### config.mk
export PLATFORM = sky130hd
export DESIGN_NAME = instruction_fetch
export DESIGN_NICKNAME = d
export VERILOG_FILES = /design/src/rtl/mips16_pkg.sv /design/src/rtl/fetch_predecode.sv /design/src/rtl/instruction_fetch.sv
export SDC_FILE = /design/constraint.sdc
export NUM_CORES = 1
export LEC_CHECK = 0
export CAP_MARGIN = 20
export CORE_AREA = 4 4 71 73
export DETAILED_ROUTE_END_ITERATION = 12
export DIE_AREA = 0 0 75 77
export DONT_BUFFER_PORTS = 1
export GPL_ROUTABILITY_DRIVEN = 0
export PLACE_DENSITY = 0.64
export SETUP_SLACK_MARGIN = 0.3
export SKIP_CTS_REPAIR_TIMING = 1
export SLEW_MARGIN = 15
export SYNTH_ARGS = -nofsm -noshare
export SYNTH_HDL_FRONTEND = slang
export SYNTH_SLANG_ARGS = --single-unit
### constraint.sdc
create_clock -name Clk -period 2.3 [get_ports Clk]
set_clock_uncertainty 0.2 [all_clocks]
set_input_delay 0.345 -clock Clk [delete_from_list [all_inputs] [get_ports Clk]]
set_output_delay 0.345 -clock Clk [all_outputs]
set_load 0.1 [all_outputs]
### src/rtl/mips16_pkg.sv
// Shared definitions for the 16-bit MIPS pipeline: opcodes, NOP encoding,
// default reset PC, instruction field positions and the fetch mode type.
package mips16_pkg;

    localparam logic [2:0]  OP_RTYPE         = 3'b000;
    localparam logic [2:0]  OP_BRANCH        = 3'b100;
    localparam logic [15:0] NOP              = 16'h0000;
    localparam logic [15:0] RESET_PC_DEFAULT = 16'h0000;

    localparam int unsigned OPCODE_MSB = 15;
    localparam int unsigned OPCODE_LSB = 13;
    localparam int unsigned OFFSET_MSB = 4;
    localparam int unsigned OFFSET_LSB = 0;

    typedef enum logic {
        FETCH,
        HOLD
    } fetch_mode_t;

    // Sign-extend the 5-bit PC-relative branch offset to a full word.
    function automatic logic [15:0] sext_offset(input logic [15:0] instr);
        return {{11{instr[OFFSET_MSB]}}, instr[OFFSET_MSB:OFFSET_LSB]};
    endfunction

endpackage

### src/rtl/fetch_predecode.sv
// Combinational predecode for static prediction: flags backward PC-relative
// branches as taken and computes their target (PC + 1 + offset, 16-bit wrap).
module fetch_predecode
    import mips16_pkg::*;
#(
    parameter logic [2:0] BRANCH_OP = OP_BRANCH
) (
    input  logic [15:0] Instruction,
    input  logic [15:0] Pc,
    output logic        Predict,
    output logic [15:0] PredTarget
);

    // Backward (negative offset) branches are predicted taken.
    always_comb begin
        Predict    = (Instruction[OPCODE_MSB:OPCODE_LSB] == BRANCH_OP) && Instruction[OFFSET_MSB];
        PredTarget = Pc + 16'd1 + sext_offset(Instruction);
    end

endmodule

### src/rtl/instruction_fetch.sv
// Instruction fetch stage: owns the PC, addresses instruction memory and
// fills the IF/ID register. Handles stall, redirect and (optionally) static
// backward-branch prediction, enabled by defining FETCH_STATIC_PREDICT_EN.
module instruction_fetch
    import mips16_pkg::*;
#(
    parameter logic [15:0] RESET_PC  = RESET_PC_DEFAULT,
    parameter logic [2:0]  BRANCH_OP = OP_BRANCH
) (
    input  logic        Clk,
    input  logic        Reset,
    output logic [15:0] InstructionAddress,
    input  logic [15:0] Instruction,
    input  logic        Stall,
    input  logic        Redirect,
    input  logic [15:0] RedirectTarget,
    output logic [15:0] IfIdInstruction,
    output logic [15:0] IfIdPcPlus1,
    output logic        IfIdValid,
    output logic        IfIdPredTaken
);

    logic [15:0] pc_q;
    logic [15:0] pc_plus1;
    logic        predict;
    logic [15:0] pred_target;
    logic        hold;

    fetch_mode_t mode_q;
    fetch_mode_t mode_d;

    assign InstructionAddress = pc_q;
    assign pc_plus1           = pc_q + 16'd1;

`ifdef FETCH_STATIC_PREDICT_EN
    fetch_predecode #(
        .BRANCH_OP(BRANCH_OP)
    ) u_predecode (
        .Instruction(Instruction),
        .Pc         (pc_q),
        .Predict    (predict),
        .PredTarget (pred_target)
    );
`else
    logic unused_branch_op;
    assign unused_branch_op = ^BRANCH_OP;
    assign predict          = 1'b0;
    assign pred_target      = pc_plus1;
`endif

    // Mode state register.
    always_ff @(posedge Clk) begin
        if (Reset) begin
            mode_q <= FETCH;
        end else begin
            mode_q <= mode_d;
        end
    end

    // Mode transitions; the hold enable follows the inputs directly so the
    // mode never adds a cycle of latency.
    always_comb begin
        mode_d = mode_q;
        hold   = Stall && !Redirect;
        case (mode_q)
            FETCH:   if (Stall && !Redirect) mode_d = HOLD;
            HOLD:    if (!Stall || Redirect) mode_d = FETCH;
            default: mode_d = FETCH;
        endcase
    end

    // PC and IF/ID register update: Reset > Redirect > Stall > predict > PC+1.
    always_ff @(posedge Clk) begin
        if (Reset) begin
            pc_q            <= RESET_PC;
            IfIdInstruction <= NOP;
            IfIdPcPlus1     <= '0;
            IfIdValid       <= 1'b0;
            IfIdPredTaken   <= 1'b0;
        end else if (Redirect) begin
            pc_q            <= RedirectTarget;
            IfIdInstruction <= NOP;
            IfIdPcPlus1     <= '0;
            IfIdValid       <= 1'b0;
            IfIdPredTaken   <= 1'b0;
        end else if (!hold) begin
            pc_q            <= predict ? pred_target : pc_plus1;
            IfIdInstruction <= Instruction;
            IfIdPcPlus1     <= pc_plus1;
            IfIdValid       <= 1'b1;
            IfIdPredTaken   <= predict;
        end
    end

endmodule
### Word level (Yosys, flattened, before mapping)

Index checks and enable logic that the tools add are counted.

| operators by class | value |
|---|---|
| $add $sub $neg | 1 |
| equality and inequality tests | 1 |
| mux-type cells | 2 |
| reduce and logical (&&, ||, !) cells | 3 |

Operators by type and width:

| cell | number |
|---|---|
| $mux W16 | 2 |
| $add A16 B1 Y16 const B | 1 |
| $ne A2 B2 Y1 const B | 1 |
| $reduce_or A2 Y1 | 1 |
| $logic_and A1 B1 Y1 | 1 |
| $logic_not A1 Y1 | 1 |

| word-level totals | value |
|---|---|
| bits in registers | 49 |
| input bits | 36 |
| output and inout bits | 50 |
| logic and storage cells | 11 |

### Depth between registers and ports, before layout

Gate-level depths: netlist of run 1.

| logic depth | value |
|---|---|
| depth after elaboration | 4 |
| mapped depth | 6 |
| depth with buffers taken out | 5 |

### Least setup slack after synthesis of run 1

Ideal clock, no wire load.

| timing | value |
|---|---|
| kind | register to register |
| start point | register pc_q[0] (netlist: InstructionAddress[0]) |
| end point | register IfIdPcPlus1[12] |
| library setup time | 115 ps |
| arrival | 2234 ps |
| required time | 1985 ps |
| slack | -248 ps |
| stages on the path, launching flop included | 6 |
| buffers on the path | 0 |
| period minus slack after synthesis | 2548 ps |
| cells stage by stage | dfxtp_1 -> ha_1 -> nand3_1 -> nor4_1 -> xor2_1 -> o21a_1 |

| between the ends | value |
|---|---|
| longest elaborated chain between the ends | 1 |

Ends and longest elaborated chain:

| what | line | source |
|---|---|---|
| start: declaration | instruction_fetch.sv:23 | `logic [15:0] pc_q;` |
| start signal: assignment | instruction_fetch.sv:81 | `pc_q <= RedirectTarget;` |
| start signal: assignment | instruction_fetch.sv:87 | `pc_q <= predict ? pred_target : pc_plus1;` |
| $add A16 B1 Y16 | instruction_fetch.sv:33 | `assign pc_plus1 = pc_q + 16'd1;` |
| end signal: assignment | instruction_fetch.sv:89 | `IfIdPcPlus1 <= pc_plus1;` |
| end: declaration | instruction_fetch.sv:18 | `output logic [15:0] IfIdPcPlus1,` |

No other way between the ends.
A chain may end at the register's enable or synchronous reset.

### Final worst setup path of run 1

| timing | value |
|---|---|
| start point | register pc_q[1] (netlist: InstructionAddress[1]) |
| end point | register IfIdPcPlus1[12] |

The elaborated chain is that of the path after synthesis.

==> results of run 1 <==
[routing by layer]
metal  global-route usage  vias to the layer above  routed length (µm)
li1                     -                      990                   -
met1                0.229                      892                2420
met2                0.269                       69                2610
met3               0.0562                        6                 499
met4               0.0605                        0                  63
met5                    0                        -                   0
[flip-flops by register name (all words and copies together), names as in the netlist]
register and count:
IfIdInstruction 16, IfIdPcPlus1 16, InstructionAddress 16, IfIdValid 1
[worst min-delay path by stage]
stage | to | slack (ns) | cells after the start
final | IfIdInstruction[0] | -0.01 | 2
after global routing | IfIdInstruction[2] | 0.002 | 2
after detailed placement | InstructionAddress[2] | 0.21 | 1
after floorplan | InstructionAddress[1] | 0.29 | 2
after global placement | InstructionAddress[4] | 0.21 | 1
after CTS | InstructionAddress[2] | -0.11 | 1
[synthesized netlist by cell type (2+ instances only)]
master and count:
o21a_1 19, nand4_1 7, clkbuf_1 11, buf_1 2
dfxtp_1 49, a21oi_1 25, nand4b_1 2, nor3_1 8
buf_2 10, xor2_1 18, nor4_2 2, nand2_1 3
nor2_1 34, nand3_1 3, inv_1 25, nor4_1 6
a221oi_1 2, mux2i_1 22, xnor2_1 9, nand2b_1 3
[power groups by stage]
stage / logic [mW] / registers (mW) / clock network (mW)
floorplan: 0.157 / 1.21 / 0
global placement: 0.470 / 0.950 / 0
detailed placement: 0.473 / 0.952 / 0
CTS: 0.474 / 0.932 / 0.513
global route: 0.527 / 0.939 / 0.555
finish: 0.504 / 0.932 / 0.499
[metrics by stage]
step / util / cell area [µm²]
2_1_floorplan: - / 2380
3_3_place_gp: 0.624 / 2720
3_5_place_dp: 0.624 / 2720
4_1_cts: 0.644 / 2800
5_1_grt: 0.677 / 2950
6_report: 0.677 / 2950
[kinds of logic after synthesis]
kind of cell | after synthesis | share of synthesized area
simple gates | 72 | 0.157
other cells | 1 | 0.00160
buf+inv | 49 | 0.0854
compound gates | 50 | 0.137
flops | 49 | 0.418
xor+xnor | 27 | 0.101
fa+ha+maj | 1 | 0.00534
mux | 22 | 0.0939
[cell usage in the layout (no fill, tap or decap), types with 2 or more instances in the layout]
master	count
nor4_1	5
nor4_2	3
dfxtp_4	8
buf_4	50
nor3_1	8
inv_4	2
clkbuf_8	5
inv_1	25
dlygate4sd3_1	14
nand2b_1	3
xnor2_1	9
nor2_1	34
a21oi_1	25
o21a_1	19
nand4b_1	2
dfxtp_1	34
nand2_1	3
nand3_1	3
xor2_1	18
a221oi_1	2
dfxtp_2	7
mux2i_1	22
nand4_1	7
[area by class of cell]
| cell class | instances | area [µm²] | area share |
|---|---|---|---|
| sequential | 49 | 1020 | 0.346 |
| clock buffer | 6 | 72.6 | 0.0246 |
| timing repair buffer | 64 | 515 | 0.175 |
| tap | 52 | 65.1 | 0.0221 |
| multi-input combinational | 173 | 1170 | 0.397 |
| inverter | 25 | 93.8 | 0.0318 |
| clock inverter | 2 | 12.5 | 0.00424 |
==> reports/metrics.yaml, run 1 <==
drt:
  drc: 0
  routed_wl_um: 5590
  drt_iter0_drc: 83
  wire_per_inst_um: 15.1
  viasPerCell: 5.27
  drt_pass1_iterations: 4
  ant_nets: 0
  vias: 1957
power:
  p_total_mw: 1.94
  p_clk_frac: 0.258
  power_frac_seq: 0.482
  vdd_ir_drop_max_mv: 0.330
  p_leak_nw: 1.30
  powerDensity_mw_per_mm2: 656
  p_sw_frac: 0.364
  internal_power_mw: 1.23
  p_switching_uw: 703
  power_frac_comb: 0.260
place:
  place_ws_ns: 0.501
  dp.cells: 349
  portBuffers: 0
  dpl.hpwl_um: 3710
finish:
  n_antenna_cell: 0
  drive_above_1_share: 0.245
  fillers: 389
  fin_cells: 371
  layout.nets: 355
  areaGrowthSynthToFinish_pct: 25.8
die:
  core_mm2: 0.00435
  initial_core_util: 0.539
  io_pins: 86
  die_area_mm2: 0.00578
  die_h_um: 77
  die_width_um: 75
  rows: 24
timing:
  rsz0062_at_grt: "no"
  fin_setup_tns_ns: 0
  slew_headroom: 0.652
  setup_viol: 0
  hold-worst-slack_ns: -0.0115
  drv_slew: 0
  report.final.hold_viol_count: 4
  tightestPinTransition_ns: 0.520
  period_needed_ns: 1.86
  finalCritPeriodShare: 0.808
  final.setup.worst_slack_ns: 0.441
  fmax_mhz: 538
grt:
  antenna_found_initial: 0
  grt-ovfl-total: 0
  grt_start_max_net_pins: 53
  grt_use_total: 0.176
  grt_pass1_vias: 1686
  grt_pass1_wl_um: 8050
setup_path:
  worstSetupStartpoint: "InstructionAddress[1]"
  reg2reg_to: "IfIdPcPlus1[12]"
  worst-r2r-cell-count: 5
  cp_slowest_cell: "nor4_1"
  path_max_fanout: 6
  critPathBufInv: 0
  cpPeakStageDelay_ns: 0.43
  start_kind: "register"
  rrSetupSlack_ns: 0.44
  timing.rr.start: "InstructionAddress[1]"
  critical_path_class: "register to register"
  path_delay_family: "simple AND/OR/NAND/NOR gates"
  crit_required_ns: 2.30
  critPathCaptureType: "register"
  arrival_ns: 1.86
  crit_chain: "ha_1, nand3_1, nor4_1, xor2_1, o21a_1"
  worstSetupEndpoint: "IfIdPcPlus1[12]"
  cp.depth: 5
clock_tree:
  cts_inserted_buffers: 5
  path_clk_slew_ns: 0.09
  cts_buffer_depth: 2
  clock_sinks: 49
  cts_tree: "yes"
  clk_latency_ns: 0.30
  root_buffer: "clkbuf_8"
  ctsHtreeMaxLevel: 2
synthesis:
  synthTopCellsByArea: "dfxtp_1 (42%), mux2i_1 (9.4%), xor2_1 (6.7%)"
  synth.distinct_cells: 31
  synthArstFlopShare: 0
  synth-edff-count: 0
  synthCells: 271
  yosysTopAreaCell: "dfxtp_1"
  synth_top_flop_cell: "dfxtp_1"
  syn_area_mm2: 0.00234
  yosysWarnings: 0
  synth_seq_cells: 49
  synth_top_area_frac: 0.418
  synth.net_count: 308
  post_synth.cell_area_avg_um2: 8.65
  synth-seq-area-share: 0.418
worst_hold_path:
  min_from: "Instruction[0]"
  holdCritPathClass: "primary input to register"
run:
  drv_cap: 0
status:
  status: "finished, violations left"
  failed_checks: "negative hold slack"
Note: power is estimated with default switching activity, not from simulation.
==> run 2: changes to the inputs <==
clock period = 1.94 ns   (was 2.3 ns; I/O delays follow)
==> run 2 against run 1 <==
Net effect: the run still ends with negative hold slack left; wire length grew 16%; register-to-register slack lost 0.13 ns; sequential power grew 18%; setup slack lost 0.14 ns; critical path depth shrank 1; via count grew 8.5%; total power grew 22%; critical endpoint is now IfIdInstruction[0]; largest cell class unchanged; largest power group unchanged; highest routed layer unchanged.
==> reports/metrics.yaml, run 2 (synthesized netlist as in run 1, its figures left out) <==
status:
  status: "finished, violations left"  # unchanged
  failed_checks: "negative hold slack"  # unchanged
setup_path:
  cp_slowest_cell: "dlygate4sd3_1"  # was nor4_1
  cp.depth: 4  # was 5
  critical_path_class: "primary input to register"  # was register to register
  crit_required_ns: 1.94  # was 2.30 ns
  rrSetupSlack_ns: 0.31  # was 0.44 ns
  arrival_ns: 1.64  # was 1.86 ns
  critPathCaptureType: "register"  # unchanged
  path_max_fanout: 1  # was 6
  cpPeakStageDelay_ns: 0.58  # was 0.43 ns
  worstSetupStartpoint: "Instruction[0]"  # was InstructionAddress[1]
  worstSetupEndpoint: "IfIdInstruction[0]"  # was IfIdPcPlus1[12]
  start_kind: "primary input"  # was register
  path_delay_family: "buffers and inverters"  # was simple AND/OR/NAND/NOR gates
  timing.rr.start: "InstructionAddress[2]"  # was InstructionAddress[1]
  crit_chain: "dlygate4sd3_1, mux2i_1, dlygate4sd3_1, nor2_1"  # was ha_1, nand3_1, nor4_1, xor2_1, o21a_1
  reg2reg_to: "IfIdPcPlus1[11]"  # was IfIdPcPlus1[12]
  critPathBufInv: 2  # was 0
  worst-r2r-cell-count: 6  # was 5
  cpMostUsedCell: "dlygate4sd3_1"
finish:
  drive_above_1_share: 0.329  # was 0.245
  layout_common_cells: "buf_4 (64), dfxtp_1 (34), nor2_1 (32)"  # was buf_4 (50), dfxtp_1 (34), nor2_1 (34)
  areaGrowthSynthToFinish_pct: 46.9  # was 25.8%
  n_antenna_cell: 0  # unchanged
  layout_commonest_cell: "buf_4"  # unchanged
  layout.nets: 386  # was 355
timing:
  period_needed_ns: 1.64
  tightestPinTransition_ns: 0.594  # was 0.520 ns
  fin_setup_tns_ns: 0  # unchanged
  fmax_mhz: 610
  hold-worst-slack_ns: -0.0978  # was -0.0115 ns
  setup_viol: 0  # unchanged
  report.final.hold_viol_count: 42  # was 4
  rsz0062_at_grt: "yes"  # was no
  final.setup.worst_slack_ns: 0.301  # was 0.441 ns
  slew_headroom: 0.603  # was 0.652
  drv_slew: 0  # unchanged
  finalCritPeriodShare: 0.845
die:
  die_h_um: 77  # unchanged
  core_mm2: 0.00435  # unchanged
  initial_core_util: 0.539  # unchanged
  die_width_um: 75  # unchanged
  rows: 24  # unchanged
  die_area_mm2: 0.00578  # unchanged
  io_pins: 86  # unchanged
clock_tree:
  ctsHtreeMaxLevel: 2  # unchanged
  root_buffer: "clkbuf_8"  # unchanged
  path_clk_slew_ns: 0.09  # about the same
  clock_sinks: 49  # unchanged
  cts_buffer_depth: 2  # unchanged
  cts_tree: "yes"  # unchanged
  clk_latency_ns: 0.31  # was 0.30 ns
  cts_inserted_buffers: 5  # unchanged
power:
  internal_power_mw: 1.49  # was 1.23 mW
  p_sw_frac: 0.368  # was 0.364
  p_clk_frac: 0.258  # about the same
  vdd_ir_drop_max_mv: 0.528  # was 0.330 mV
  powerDensity_mw_per_mm2: 685  # was 656 mW/mm²
  p_leak_nw: 1.58  # was 1.30 nW
  power_frac_comb: 0.277  # was 0.260
  p_switching_uw: 869  # was 703 µW
  power_frac_seq: 0.466  # was 0.482
grt:
  grt_use_total: 0.187  # was 0.176
  antenna_found_initial: 0  # unchanged
  grt_pass1_wl_um: 8560  # was 8050 µm
  grt-ovfl-total: 0  # unchanged
  grt_start_max_net_pins: 53  # unchanged
  grt_pass1_vias: 1794  # was 1686
drt:
  ant_nets: 0  # unchanged
  drt_iter0_drc: 88  # was 83
  wire_per_inst_um: 16.1  # was 15.1 µm
  drt_pass1_iterations: 4  # unchanged
  vias: 2123  # was 1957
  viasPerCell: 5.28  # was 5.27
  drc: 0  # unchanged
  routed_wl_um: 6460  # was 5590 µm
place:
  dpl.hpwl_um: 3780  # was 3710 µm
  portBuffers: 0  # unchanged
  place_ws_ns: 0.281  # was 0.501 ns
worst_hold_path:
  holdCritPathClass: "primary input to register"  # unchanged
  whs_path_depth: 1  # was 2
run:
  drv_cap: 0  # unchanged
-- run 2: power groups by stage --
stage | registers (mW) | clock network, mW | logic (mW)
2_1_floorplan | 1.44 | 0 | 0.204
3_3_place_gp | 1.12 | 0 | 0.577
5_1_grt | 1.11 | 0.667 | 0.679
4_1_cts | 1.10 | 0.621 | 0.582
3_5_place_dp | 1.12 | 0 | 0.580
6_report | 1.10 | 0.607 | 0.652
-- run 2: how the worst min path moves through the flow --
stage	slack, ns	startpoint	to
after floorplan	0.23	RedirectTarget[1]	InstructionAddress[1]
after global placement	0.16	Reset	InstructionAddress[4]
after detailed placement	0.16	Reset	InstructionAddress[2]
after CTS	-0.18	Reset	InstructionAddress[4]
after global routing	-0.12	Stall	IfIdPcPlus1[9]
final	-0.1	Redirect	InstructionAddress[6]
-- run 2: layout make-up --
cell class	count	area, µm²
Sequential cell	49	1040
Timing Repair Buffer	95	803
Multi-Input combinational cell	173	1360
Fill cell	292	910
Clock inverter	2	13.8
Inverter	25	93.8
Tap cell	52	65.1
Clock buffer	6	72.6
-- run 2: stage by stage --
stage / hold slack, ns / instance area (µm²) / std cells / utilization / total power, mW
after floorplan: 0.232 / 2580 / 271 / - / 1.64
after global routing: -0.119 / 3440 / 402 / 0.791 / 2.45
after CTS: -0.175 / 2980 / 360 / 0.683 / 2.30
after global placement: 0.157 / 2890 / 352 / 0.664 / 1.70
after detailed placement: 0.158 / 2890 / 352 / 0.664 / 1.70
final: -0.0978 / 3440 / 402 / 0.791 / 2.36
-- run 2: per-layer routing --
layer / vias to the layer above / global-route usage / wire length (µm)
met2: 75 / 0.271 / 3000
met4: 0 / 0.0480 / 107
met1: 974 / 0.265 / 2860
met3: 13 / 0.0601 / 492
met5: - / 0 / 0
li1: 1061 / - / -
